[config.mk]
export PLATFORM = sky130hd
export DESIGN_NAME = codec_stream_bridge
export DESIGN_NICKNAME = d
export VERILOG_FILES = /design/src/rtl/codec_stream_bridge.sv
export SDC_FILE = /design/constraint.sdc
export NUM_CORES = 1
export LEC_CHECK = 0
export ABC_CLOCK_PERIOD_IN_PS = 7400
export CORE_MARGIN = 5
export CORE_UTILIZATION = 40
export CTS_CLUSTER_SIZE = 40
export DETAILED_ROUTE_END_ITERATION = 6
export SKIP_LAST_GASP = 1
export SYNTH_ARGS = -nofsm -noshare
export SYNTH_HDL_FRONTEND = slang
export SYNTH_SLANG_ARGS = --single-unit
[constraint.sdc]
create_clock -name i_clk -period 7.4 [get_ports i_clk]
set_input_delay 0.74 -clock i_clk [delete_from_list [all_inputs] [get_ports i_clk]]
set_output_delay 0.74 -clock i_clk [all_outputs]
set_load 0.1 [all_outputs]
[src/rtl/codec_stream_bridge.sv]
// ---------------------------------------------------------------------------
// codec_stream_bridge
//
// Sample-rate bridge between the audio codec parallel sample interface and the
// DSP streaming datapath, all in the codec master-clock domain.
//
//  ADC side : every sample tick captures i_adc_sample into a small RX FIFO that
//             the DSP drains through a first-word-fall-through valid/ready port.
//  DAC side : the DSP pushes processed words into a TX FIFO; one word is
//             released per sample tick onto o_dac_sample, which the codec
//             latches on its next tick. A two-state PRIME/RUN machine refills
//             the FIFO to half depth after start-up or starvation before it
//             starts releasing samples again.
//  Loopback : the DAC word follows the ADC word directly; the TX FIFO and the
//             PRIME/RUN machine are left untouched.
//  Errors   : saturating counters for dropped ADC samples (overrun) and
//             starved DAC ticks (underrun).
//
// Ports
//  i_clk          system clock (codec MCLK domain)
//  i_rst          synchronous active-high reset
//  i_sample_tick  one-cycle pulse per stereo frame
//  i_adc_sample   parallel ADC word, valid with the tick
//  o_dac_sample   parallel DAC word, updates only in the cycle after a tick
//  o_rx_data      RX FIFO head (first-word-fall-through)
//  o_rx_valid     RX FIFO not empty
//  i_rx_ready     DSP takes the head when valid & ready
//  i_tx_data      DSP processed sample
//  i_tx_valid     DSP offers a sample, accepted when valid & o_tx_ready
//  o_tx_ready     TX FIFO not full
//  i_loopback     1: DAC word is the ADC word, TX FIFO bypassed
//  i_clr_cnt      synchronous clear of both error counters
//  o_rx_level     RX occupancy
//  o_tx_level     TX occupancy
//  o_overrun_cnt  RX drop count, saturating
//  o_underrun_cnt TX starvation count, saturating
// ---------------------------------------------------------------------------
module codec_stream_bridge #(
  parameter int DATA_W    = 24,
  parameter int ADC_DEPTH = 4,
  parameter int DAC_DEPTH = 4,
  parameter int CNT_W     = 8
) (
  input  logic                         i_clk,
  input  logic                         i_rst,
  input  logic                         i_sample_tick,
  input  logic [DATA_W-1:0]            i_adc_sample,
  output logic [DATA_W-1:0]            o_dac_sample,
  output logic [DATA_W-1:0]            o_rx_data,
  output logic                         o_rx_valid,
  input  logic                         i_rx_ready,
  input  logic [DATA_W-1:0]            i_tx_data,
  input  logic                         i_tx_valid,
  output logic                         o_tx_ready,
  input  logic                         i_loopback,
  input  logic                         i_clr_cnt,
  output logic [$clog2(ADC_DEPTH):0]   o_rx_level,
  output logic [$clog2(DAC_DEPTH):0]   o_tx_level,
  output logic [CNT_W-1:0]             o_overrun_cnt,
  output logic [CNT_W-1:0]             o_underrun_cnt
);

  localparam int RX_AW = $clog2(ADC_DEPTH);
  localparam int TX_AW = $clog2(DAC_DEPTH);

  localparam logic [RX_AW:0] RX_ONE  = (RX_AW+1)'(1);
  localparam logic [RX_AW:0] RX_FULL = (RX_AW+1)'(ADC_DEPTH);
  localparam logic [TX_AW:0] TX_ONE  = (TX_AW+1)'(1);
  localparam logic [TX_AW:0] TX_FULL = (TX_AW+1)'(DAC_DEPTH);
  localparam logic [TX_AW:0] TX_HALF = (TX_AW+1)'(DAC_DEPTH / 2);
  localparam logic [CNT_W-1:0] CNT_ONE = CNT_W'(1);

  // -------------------------------------------------------------------------
  // RX FIFO (ADC -> DSP)
  // Pointers carry one extra wrap bit so full and empty are distinguishable.
  // -------------------------------------------------------------------------
  logic [DATA_W-1:0] rx_mem [ADC_DEPTH];
  logic [RX_AW:0]    rx_wr_ptr_reg;
  logic [RX_AW:0]    rx_rd_ptr_reg;
  logic [RX_AW:0]    rx_level;
  logic              rx_full;
  logic              rx_pop;
  logic              rx_push;
  logic              overrun_evt;

  assign rx_level   = rx_wr_ptr_reg - rx_rd_ptr_reg;
  assign rx_full    = (rx_level == RX_FULL);
  assign o_rx_valid = !i_rst && (rx_level != '0);
  assign o_rx_data  = rx_mem[rx_rd_ptr_reg[RX_AW-1:0]];
  assign rx_pop     = o_rx_valid && i_rx_ready;
  // A pop in the same cycle frees the slot, so a full FIFO still accepts
  // the new sample when the DSP is reading.
  assign rx_push    = i_sample_tick && !i_rst && (!rx_full || rx_pop);
  // When full with no pop the new sample is dropped and the oldest kept.
  assign overrun_evt = i_sample_tick && !i_rst && rx_full && !rx_pop;

  always_ff @(posedge i_clk) begin
    if (i_rst) begin
      rx_wr_ptr_reg <= '0;
      rx_rd_ptr_reg <= '0;
    end else begin
      if (rx_push) rx_wr_ptr_reg <= rx_wr_ptr_reg + RX_ONE;
      if (rx_pop)  rx_rd_ptr_reg <= rx_rd_ptr_reg + RX_ONE;
    end
  end

  always_ff @(posedge i_clk) begin
    if (rx_push) rx_mem[rx_wr_ptr_reg[RX_AW-1:0]] <= i_adc_sample;
  end

  // -------------------------------------------------------------------------
  // TX FIFO (DSP -> DAC)
  // -------------------------------------------------------------------------
  logic [DATA_W-1:0] tx_mem [DAC_DEPTH];
  logic [TX_AW:0]    tx_wr_ptr_reg;
  logic [TX_AW:0]    tx_rd_ptr_reg;
  logic [TX_AW:0]    tx_level;
  logic              tx_empty;
  logic              tx_push;
  logic              tx_pop;

  assign tx_level   = tx_wr_ptr_reg - tx_rd_ptr_reg;
  assign tx_empty   = (tx_level == '0);
  assign o_tx_ready = !i_rst && (tx_level != TX_FULL);
  assign tx_push    = i_tx_valid && o_tx_ready;

  always_ff @(posedge i_clk) begin
    if (i_rst) begin
      tx_wr_ptr_reg <= '0;
      tx_rd_ptr_reg <= '0;
    end else begin
      if (tx_push) tx_wr_ptr_reg <= tx_wr_ptr_reg + TX_ONE;
      if (tx_pop)  tx_rd_ptr_reg <= tx_rd_ptr_reg + TX_ONE;
    end
  end

  always_ff @(posedge i_clk) begin
    if (tx_push) tx_mem[tx_wr_ptr_reg[TX_AW-1:0]] <= i_tx_data;
  end

  // -------------------------------------------------------------------------
  // DAC release machine
  // PRIME outputs silence until the FIFO holds half its depth, which gives
  // the DSP a cushion of jitter tolerance before samples start draining.
  // The pop decision looks only at registered occupancy, so a word pushed in
  // a tick cycle is not visible to that tick.
  // -------------------------------------------------------------------------
  typedef enum logic {ST_PRIME, ST_RUN} dac_state_t;

  dac_state_t        state_reg;
  dac_state_t        state_next;
  logic [DATA_W-1:0] dac_reg;
  logic [DATA_W-1:0] dac_next;
  logic              underrun_evt;

  always_ff @(posedge i_clk) begin
    if (i_rst) begin
      state_reg <= ST_PRIME;
      dac_reg   <= '0;
    end else begin
      state_reg <= state_next;
      dac_reg   <= dac_next;
    end
  end

  always_comb begin
    state_next   = state_reg;
    dac_next     = dac_reg;
    tx_pop       = 1'b0;
    underrun_evt = 1'b0;
    if (i_loopback) begin
      // Machine frozen; the ADC word goes straight to the DAC.
      if (i_sample_tick) dac_next = i_adc_sample;
    end else begin
      unique case (state_reg)
        ST_PRIME: begin
          if (i_sample_tick) dac_next = '0;
          if (tx_level >= TX_HALF) state_next = ST_RUN;
        end
        ST_RUN: begin
          if (i_sample_tick) begin
            if (!tx_empty) begin
              tx_pop   = 1'b1;
              dac_next = tx_mem[tx_rd_ptr_reg[TX_AW-1:0]];
            end else begin
              // Starved: hold the last word and refill before resuming.
              underrun_evt = 1'b1;
              state_next   = ST_PRIME;
            end
          end
        end
        default: state_next = ST_PRIME;
      endcase
    end
  end

  assign o_dac_sample = dac_reg;

  // -------------------------------------------------------------------------
  // Saturating error counters; clear wins over a same-cycle event.
  // -------------------------------------------------------------------------
  logic [CNT_W-1:0] overrun_cnt_reg;
  logic [CNT_W-1:0] underrun_cnt_reg;

  always_ff @(posedge i_clk) begin
    if (i_rst || i_clr_cnt) begin
      overrun_cnt_reg  <= '0;
      underrun_cnt_reg <= '0;
    end else begin
      if (overrun_evt && (overrun_cnt_reg != '1))
        overrun_cnt_reg <= overrun_cnt_reg + CNT_ONE;
      if (underrun_evt && (underrun_cnt_reg != '1))
        underrun_cnt_reg <= underrun_cnt_reg + CNT_ONE;
    end
  end

  assign o_overrun_cnt  = overrun_cnt_reg;
  assign o_underrun_cnt = underrun_cnt_reg;
  assign o_rx_level     = rx_level;
  assign o_tx_level     = tx_level;

endmodule

==> results of run 1 <==
==> cell families after synthesis <==
group	after synthesis
AOI/OAI and AO/OA	116
xor gates and xnor gates	8
adders and majority gates	16
buffers and inverters	46
DFF	249
muxes	55
and+or+nand+nor	103
==> synth_stat cells (5+ instances only) <==
library cell,count,area (µm²)
edfxtp_1,192,5770
dfxtp_1,57,1140
o21ai_0,53,265
mux4_2,48,1080
nand2_1,39,146
a31oi_1,27,169
clkbuf_1,22,82.6
nor2_1,18,67.6
inv_1,15,56.3
ha_1,14,175
a21oi_1,13,65.1
o31ai_1,10,75.1
and2_1,7,43.8
or4_1,7,52.6
buf_2,6,30.0
mux2i_1,6,60.1
nand4_1,6,37.5
nand3_1,5,25.0
==> placed cells by master (no fill, tap or decap), types with 4 or more instances in the layout <==
| cell | synthesis | final |
|---|---|---|
| a21oi_1 | 13 | 13 |
| a31oi_1 | 27 | 27 |
| and2_1 | 7 | 7 |
| buf_4 | 0 | 15 |
| bufinv_16 | 0 | 5 |
| clkbuf_1 | 22 | 4 |
| clkbuf_16 | 0 | 25 |
| clkdlybuf4s50_1 | 0 | 126 |
| clkinv_2 | 1 | 4 |
| dfxtp_1 | 57 | 56 |
| edfxtp_1 | 192 | 192 |
| ha_1 | 14 | 14 |
| inv_1 | 15 | 15 |
| mux2i_1 | 6 | 6 |
| mux4_2 | 48 | 48 |
| nand2_1 | 39 | 39 |
| nand3_1 | 5 | 5 |
| nand4_1 | 6 | 6 |
| nor2_1 | 18 | 17 |
| nor4_1 | 4 | 4 |
| o21ai_0 | 53 | 53 |
| o31ai_1 | 10 | 10 |
| or3_1 | 4 | 4 |
| or4_1 | 7 | 7 |
| xnor2_1 | 4 | 4 |
==> through the flow <==
step	instances	total power, W	area [µm²]	hold slack, ns
global route	1075	0.00407	12300	0.533
CTS	1074	0.00397	12300	0.499
finish	1075	0.00392	12300	0.499
global placement	1028	0.00261	11400	0.478
floorplan	593	0.00237	9770	0.461
detailed placement	1028	0.00262	11400	0.489
==> critical path, stage by stage, from the launching register on <==
cell,delay (ns)
dfxtp_1,0.39
inv_1,0.10
ha_1,0.22
fa_1,0.36
xnor3_1,0.39
nor2_1,0.11
nor2_1,0.10
clkdlybuf4s50_1,1.14
==> layout make-up <==
cell class | instances | area share, %
well taps | 324 | 3.29
inverters | 16 | 0.497
flip-flops and latches | 249 | 56.0
clock buffers | 32 | 5.53
multi-input cells | 298 | 21.8
clock inverters | 14 | 1.76
repair buffers | 141 | 11.1
diodes | 1 | 0.0203
==> metal layers <==
layer	part of all wire, %	track usage (%)	wire, µm
met1	43	19.6	8880
met2	49	24.1	10200
met3	4.8	2.81	995
met4	3.5	5.62	737
met5	0	0	0
==> how the worst max path moves through the flow <==
stage                       to  cells past startpoint  slack, ns
finish              o_tx_ready                      7       3.31
global route        o_tx_ready                      7       3.15
CTS                 o_tx_ready                      7       3.28
detailed placement  o_tx_ready                      7       3.84
global placement    o_tx_ready                      7       3.88
floorplan           o_rx_valid                      5       3.79
==> power by group through the flow <==
stage | sequential, W | combinational [W] | clock, W
floorplan | 0.00169 | 0.000687 | 0
global placement | 0.00164 | 0.000967 | 0
detailed placement | 0.00165 | 0.000974 | 0
CTS | 0.00162 | 0.000976 | 0.00137
global route | 0.00162 | 0.00101 | 0.00144
finish | 0.00161 | 0.000965 | 0.00134
==> out/qor.yml, run 1 <==
wl_per_cell_um: 19.4
track_usage_pct: 14.7
final_core_util_pct: 51.0
fin_crit_sh_pct: 55.3
holdPathEnd: "o_overrun_cnt[7]$_SDFFE_PP0P_"
power.switching_w: 0.00126
worst_pin_slew_ns: 1.09
htree_levels: 1
synth_fp_nets: 664
grt_max_degree: 30
yosysSeqAreaShare_pct: 70.7
hp-class: "flip-flop to flip-flop"
fmax_mhz: 244
final-setup-viol-count: 0
finalWirelength_um: 20800
post_cts_buffers: 0
synth_mux_area_share_pct: 11.8
rows: 57
dieArea_mm2: 0.0277
drv_cap: 0
antenna_found_initial: 1
synth-xor-area-share_pct: 1.01
grt_pass1_vias: 5793
criticalPathCategory: "flip-flop to output port"
clockRootBuffer: "clkbuf_16"
routabilityCongestion: 0.836
synth_area_mm2: 0.00977
synth.avg_cell_area_um2: 16.5
r2r_end: "tx_mem[1][1]$_DFFE_PP_"
num_vias: 5654
overflow: 0
crit_path_end_kind: "output port"
cp-startpoint: "tx_wr_ptr_reg[0]$_SDFFE_PP0P_"
p_int_w: 0.00266
viasPerCell: 5.26
tns_ns: 0
rsz0062_at_grt: "false"
synth_simple_gate_area_share_pct: 5.49
cp_max_fo: 9
ant_nets: 0
cts_sinks: 249
cts_buffer_depth: 3
drc: 0
area_growth_pct: 26.2
ys.flop_type: "edfxtp_1"
cts_tree: "done"
synth_cell_types: 48
reg2reg_depth: 8
holdBufCountCts: 0
core_area_mm2: 0.0242
regToRegSetupSlack_ns: 4.37
critPathLaunchType: "flip-flop"
syn_inst: 593
status: "finished clean"
io-pin-count: 127
place_ws_ns: 3.84
ys_ff_latch: 249
p_leak_nw: 3.99
worstPathRequired_ns: 6.66
cts_made_buffers: 25
synth_compound_area_share_pct: 6.98
r2r-start: "tx_wr_ptr_reg[0]$_SDFFE_PP0P_"
sw_frac_of_total_pct: 32.1
power_frac_seq_pct: 41.2
min-delay-start: "o_overrun_cnt[7]$_SDFFE_PP0P_"
combPwrFrac_pct: 24.6
io_buffers: 126
drtIter0Drc: 384
yosys.area_share.adder_pct: 2.20
synth_warnings: 0
cts_resized: 0
final-seq-area_mm2: 0.00691
final_max_slew_viol_count: 0
peakVddDrop_v: 0.000158
synth_edf_count: 192
nets: 802
synth_top_family_by_area: "multiplexers"
die_h_um: 166
layout_min_cycle_time_ns: 4.09
dr.pass1.iters: 5
grt_pass1_wl_um: 32600
finalWorstSetupSlack_ns: 3.31
p_per_area_mw_per_mm2: 318
multi_input_area_mm2: 0.00269
clkPwrFrac_pct: 34.2
fill_cells: 1985
insertion_delay_ns: 0.53
fin_skew_ns: 0.0174
clkTransAtPathRegs_ns: 0.07
die_w_um: 166
start_util_pct: 40.4
async_reset_ff_share_pct: 0
worstPathArrival_ns: 3.35
finalHoldViolCount: 0
hpwlAfterDp_um: 13800
hold_depth: 2
drive_above_1_share_pct: 15.1
slew_headroom_pct: 27.0
(Power assumes the default switching activity.)
==> run 2: changes to the inputs <==
--- a/config.mk
+++ b/config.mk
@@ -5,7 +5,7 @@
 export SDC_FILE = /design/constraint.sdc
 export NUM_CORES = 1
 export LEC_CHECK = 0
-export ABC_CLOCK_PERIOD_IN_PS = 7400
+export ABC_CLOCK_PERIOD_IN_PS = 3700
 export CORE_MARGIN = 5
 export CORE_UTILIZATION = 40
 export CTS_CLUSTER_SIZE = 40
==> constraint.sdc (replaced) <==
create_clock -name i_clk -period 3.7 [get_ports i_clk]
set_input_delay 0.37 -clock i_clk [delete_from_list [all_inputs] [get_ports i_clk]]
set_output_delay 0.37 -clock i_clk [all_outputs]
set_load 0.1 [all_outputs]
==> run 2 against run 1 <==
Effect of this change: count of clock-buffer cells in the layout is 4 lower; first-iteration DRC count is 16% lower; worst setup slack worse by 2.6 ns; critical path depth stayed put; sequential power is 100% higher; die area stayed put; largest cell class unchanged.
==> out/qor.yml, run 2 (same netlist as run 1, synthesis figures left out) <==
status: "finished clean"  # unchanged
power.switching_w: 0.00255  # was 0.00126 W
fmax_mhz: 332
nets: 806  # was 802
final_max_slew_viol_count: 0  # unchanged
finalWorstSetupSlack_ns: 0.686  # was 3.31 ns
dieArea_mm2: 0.0277  # unchanged
worstPathArrival_ns: 2.64  # was 3.35 ns
final-setup-viol-count: 0  # unchanged
antenna_cells: 0  # was 1
cts_buffer_depth: 3  # unchanged
tns_ns: 0  # unchanged
finalHoldViolCount: 0  # unchanged
path_cells: "inv_1 -> ha_1 -> fa_1 -> xnor3_1 -> nor2_1 -> nor2_1 -> buf_4"  # was inv_1 -> ha_1 -> fa_1 -> xnor3_1 -> nor2_1 -> nor2_1 -> clkdlybuf4s50_1
final_common_cell: "edfxtp_1"  # unchanged
reg2reg_depth: 8  # unchanged
drv_cap: 0  # unchanged
die_h_um: 166  # unchanged
critPathLaunchType: "flip-flop"  # unchanged
peakVddDrop_v: 0.000430  # was 0.000158 V
grt_max_degree: 30  # unchanged
antenna_found_initial: 0  # was 1
cp_common_cell: "nor2_1"  # unchanged
htree_levels: 1  # unchanged
place_ws_ns: 0.727  # was 3.84 ns
timing.hold.ws_ns: 0.478  # was 0.499 ns
cts_resized: 0  # unchanged
fin_skew_ns: 0.0115  # was 0.0174 ns
clockRootBuffer: "clkbuf_16"  # unchanged
crit_end: "o_tx_ready"  # unchanged
p_int_w: 0.00506  # was 0.00266 W
p_leak_nw: 4.01  # was 3.99 nW
ant_nets: 0  # unchanged
insertion_delay_ns: 0.52  # was 0.53 ns
area_growth_pct: 24.9  # was 26.2%
power_frac_seq_pct: 42.5  # was 41.2%
clkPwrFrac_pct: 32.5  # was 34.2%
hp-class: "primary input to flip-flop"  # was flip-flop to flip-flop
criticalPathCategory: "flip-flop to output port"  # unchanged
fin_crit_sh_pct: 81.5
post_cts_buffers: 0  # unchanged
cts_made_buffers: 26  # was 25
core_area_mm2: 0.0242  # unchanged
combPwrFrac_pct: 25.0  # was 24.6%
grt_pass1_wl_um: 33300  # was 32600 µm
start_util_pct: 40.4  # unchanged
cp-startpoint: "tx_wr_ptr_reg[0]$_SDFFE_PP0P_"  # unchanged
sw_frac_of_total_pct: 33.5  # was 32.1%
final_cell_mix: "edfxtp_1, clkdlybuf4s50_1, dfxtp_1"  # unchanged
io-pin-count: 127  # unchanged
cts_tree: "done"  # unchanged
dr.pass1.iters: 4  # was 5
clkTransAtPathRegs_ns: 0.06  # was 0.07 ns
wl_per_cell_um: 19.4  # about the same
slowest_delay_ns: 0.40  # was 1.14 ns
drc: 0  # unchanged
viasPerCell: 5.19  # was 5.26
rsz0062_at_grt: "false"  # unchanged
slew_headroom_pct: 20.7  # was 27.0%
final_core_util_pct: 50.5  # was 51.0%
r2r-start: "tx_wr_ptr_reg[0]$_SDFFE_PP0P_"  # unchanged
worst_pin_slew_ns: 1.19  # was 1.09 ns
grt_pass1_vias: 5950  # was 5793
r2r_end: "tx_mem[0][4]$_DFFE_PP_"  # was tx_mem[1][1]$_DFFE_PP_
overflow: 0  # unchanged
slowest_stage: "dfxtp_1"  # was clkdlybuf4s50_1
num_vias: 5597  # was 5654
cts_sinks: 249  # unchanged
holdBufCountCts: 0  # unchanged
crit_path_end_kind: "output port"  # unchanged
routabilityCongestion: 0.857  # was 0.836
drive_above_1_share_pct: 19.5  # was 15.1%
p_per_area_mw_per_mm2: 623  # was 318 mW/mm²
cp_max_fo: 9  # unchanged
layout_min_cycle_time_ns: 3.01
drtIter0Drc: 324  # was 384
rows: 57  # unchanged
worstPathRequired_ns: 3.33  # was 6.66 ns
finalWirelength_um: 21000  # was 20800 µm
die_w_um: 166  # unchanged
io_buffers: 126  # unchanged
hpwlAfterDp_um: 14300  # was 13800 µm
track_usage_pct: 15.0  # was 14.7%
regToRegSetupSlack_ns: 0.72  # was 4.37 ns
==> run 2: changes by cell type in the layout (fill, tap and decap cells not counted) <==
cell,delta
buf_4,+34
bufinv_16,-3
clkbuf_1,-2
clkbuf_16,+1
clkbuf_8,-3
clkdlybuf4s50_1,-31
clkinv_1,+4
clkinv_2,+6
clkinv_8,+1
clkinvlp_2,-1
diode_2,-1
inv_16,-1
==> run 2: layer usage <==
layer  up-vias  GRT usage (%)  share of wire (%)
met4         0           5.48                3.2
met3        34           2.55                5.0
li1       2636              -                  -
met5         -              0                  0
met2       143           24.9                 49
met1      2784           20.1                 43
==> run 2: worst min path at each step <==
stage | depth (start not counted) | slack [ns] | end | startpoint
6_report | 1 | 0.48 | tx_mem[3][16]$_DFFE_PP_ | i_tx_data[16]
5_1_grt | 1 | 0.47 | tx_mem[3][16]$_DFFE_PP_ | i_tx_data[16]
4_1_cts | 1 | 0.46 | tx_mem[3][16]$_DFFE_PP_ | i_tx_data[16]
3_5_place_dp | 2 | 0.49 | state_reg$_SDFFE_PP0N_ | state_reg$_SDFFE_PP0N_
3_3_place_gp | 2 | 0.48 | o_underrun_cnt[7]$_SDFFE_PP0P_ | o_underrun_cnt[7]$_SDFFE_PP0P_
2_1_floorplan | 2 | 0.46 | state_reg$_SDFFE_PP0N_ | state_reg$_SDFFE_PP0N_
==> run 2: critical path, delay by kind of cell (launching register included) <==
kind,cells,cell delay [ns]
xor+xnor,1,0.40
simple gates,2,0.29
fa+ha+maj,2,0.59
buf+inv,2,0.44
flops,1,0.40
==> run 2: through the flow <==
stage               std cells  area, µm²  power [W]
floorplan                 593       9770    0.00474
global placement         1031      11400    0.00519
detailed placement       1031      11400    0.00521
CTS                      1079      12200    0.00769
global route             1079      12200    0.00790
finish                   1079      12200    0.00760
==> run 2: area by class of cell <==
| cell class | count | area, µm² |
|---|---|---|
| clock buffers | 28 | 658 |
| clock inverters | 20 | 164 |
| fillers | 2036 | 12000 |
| inverters | 16 | 61.3 |
| multi-input cells | 298 | 2690 |
| flip-flops and latches | 249 | 6910 |
| well taps | 324 | 405 |
| repair buffers | 144 | 1320 |
==> run 2: power groups by stage <==
stage / registers [W] / logic (W) / clock network (W)
2_1_floorplan: 0.00337 / 0.00137 / 0
3_3_place_gp: 0.00329 / 0.00191 / 0
3_5_place_dp: 0.00330 / 0.00192 / 0
4_1_cts: 0.00324 / 0.00192 / 0.00253
5_1_grt: 0.00325 / 0.00198 / 0.00266
6_report: 0.00323 / 0.00190 / 0.00247
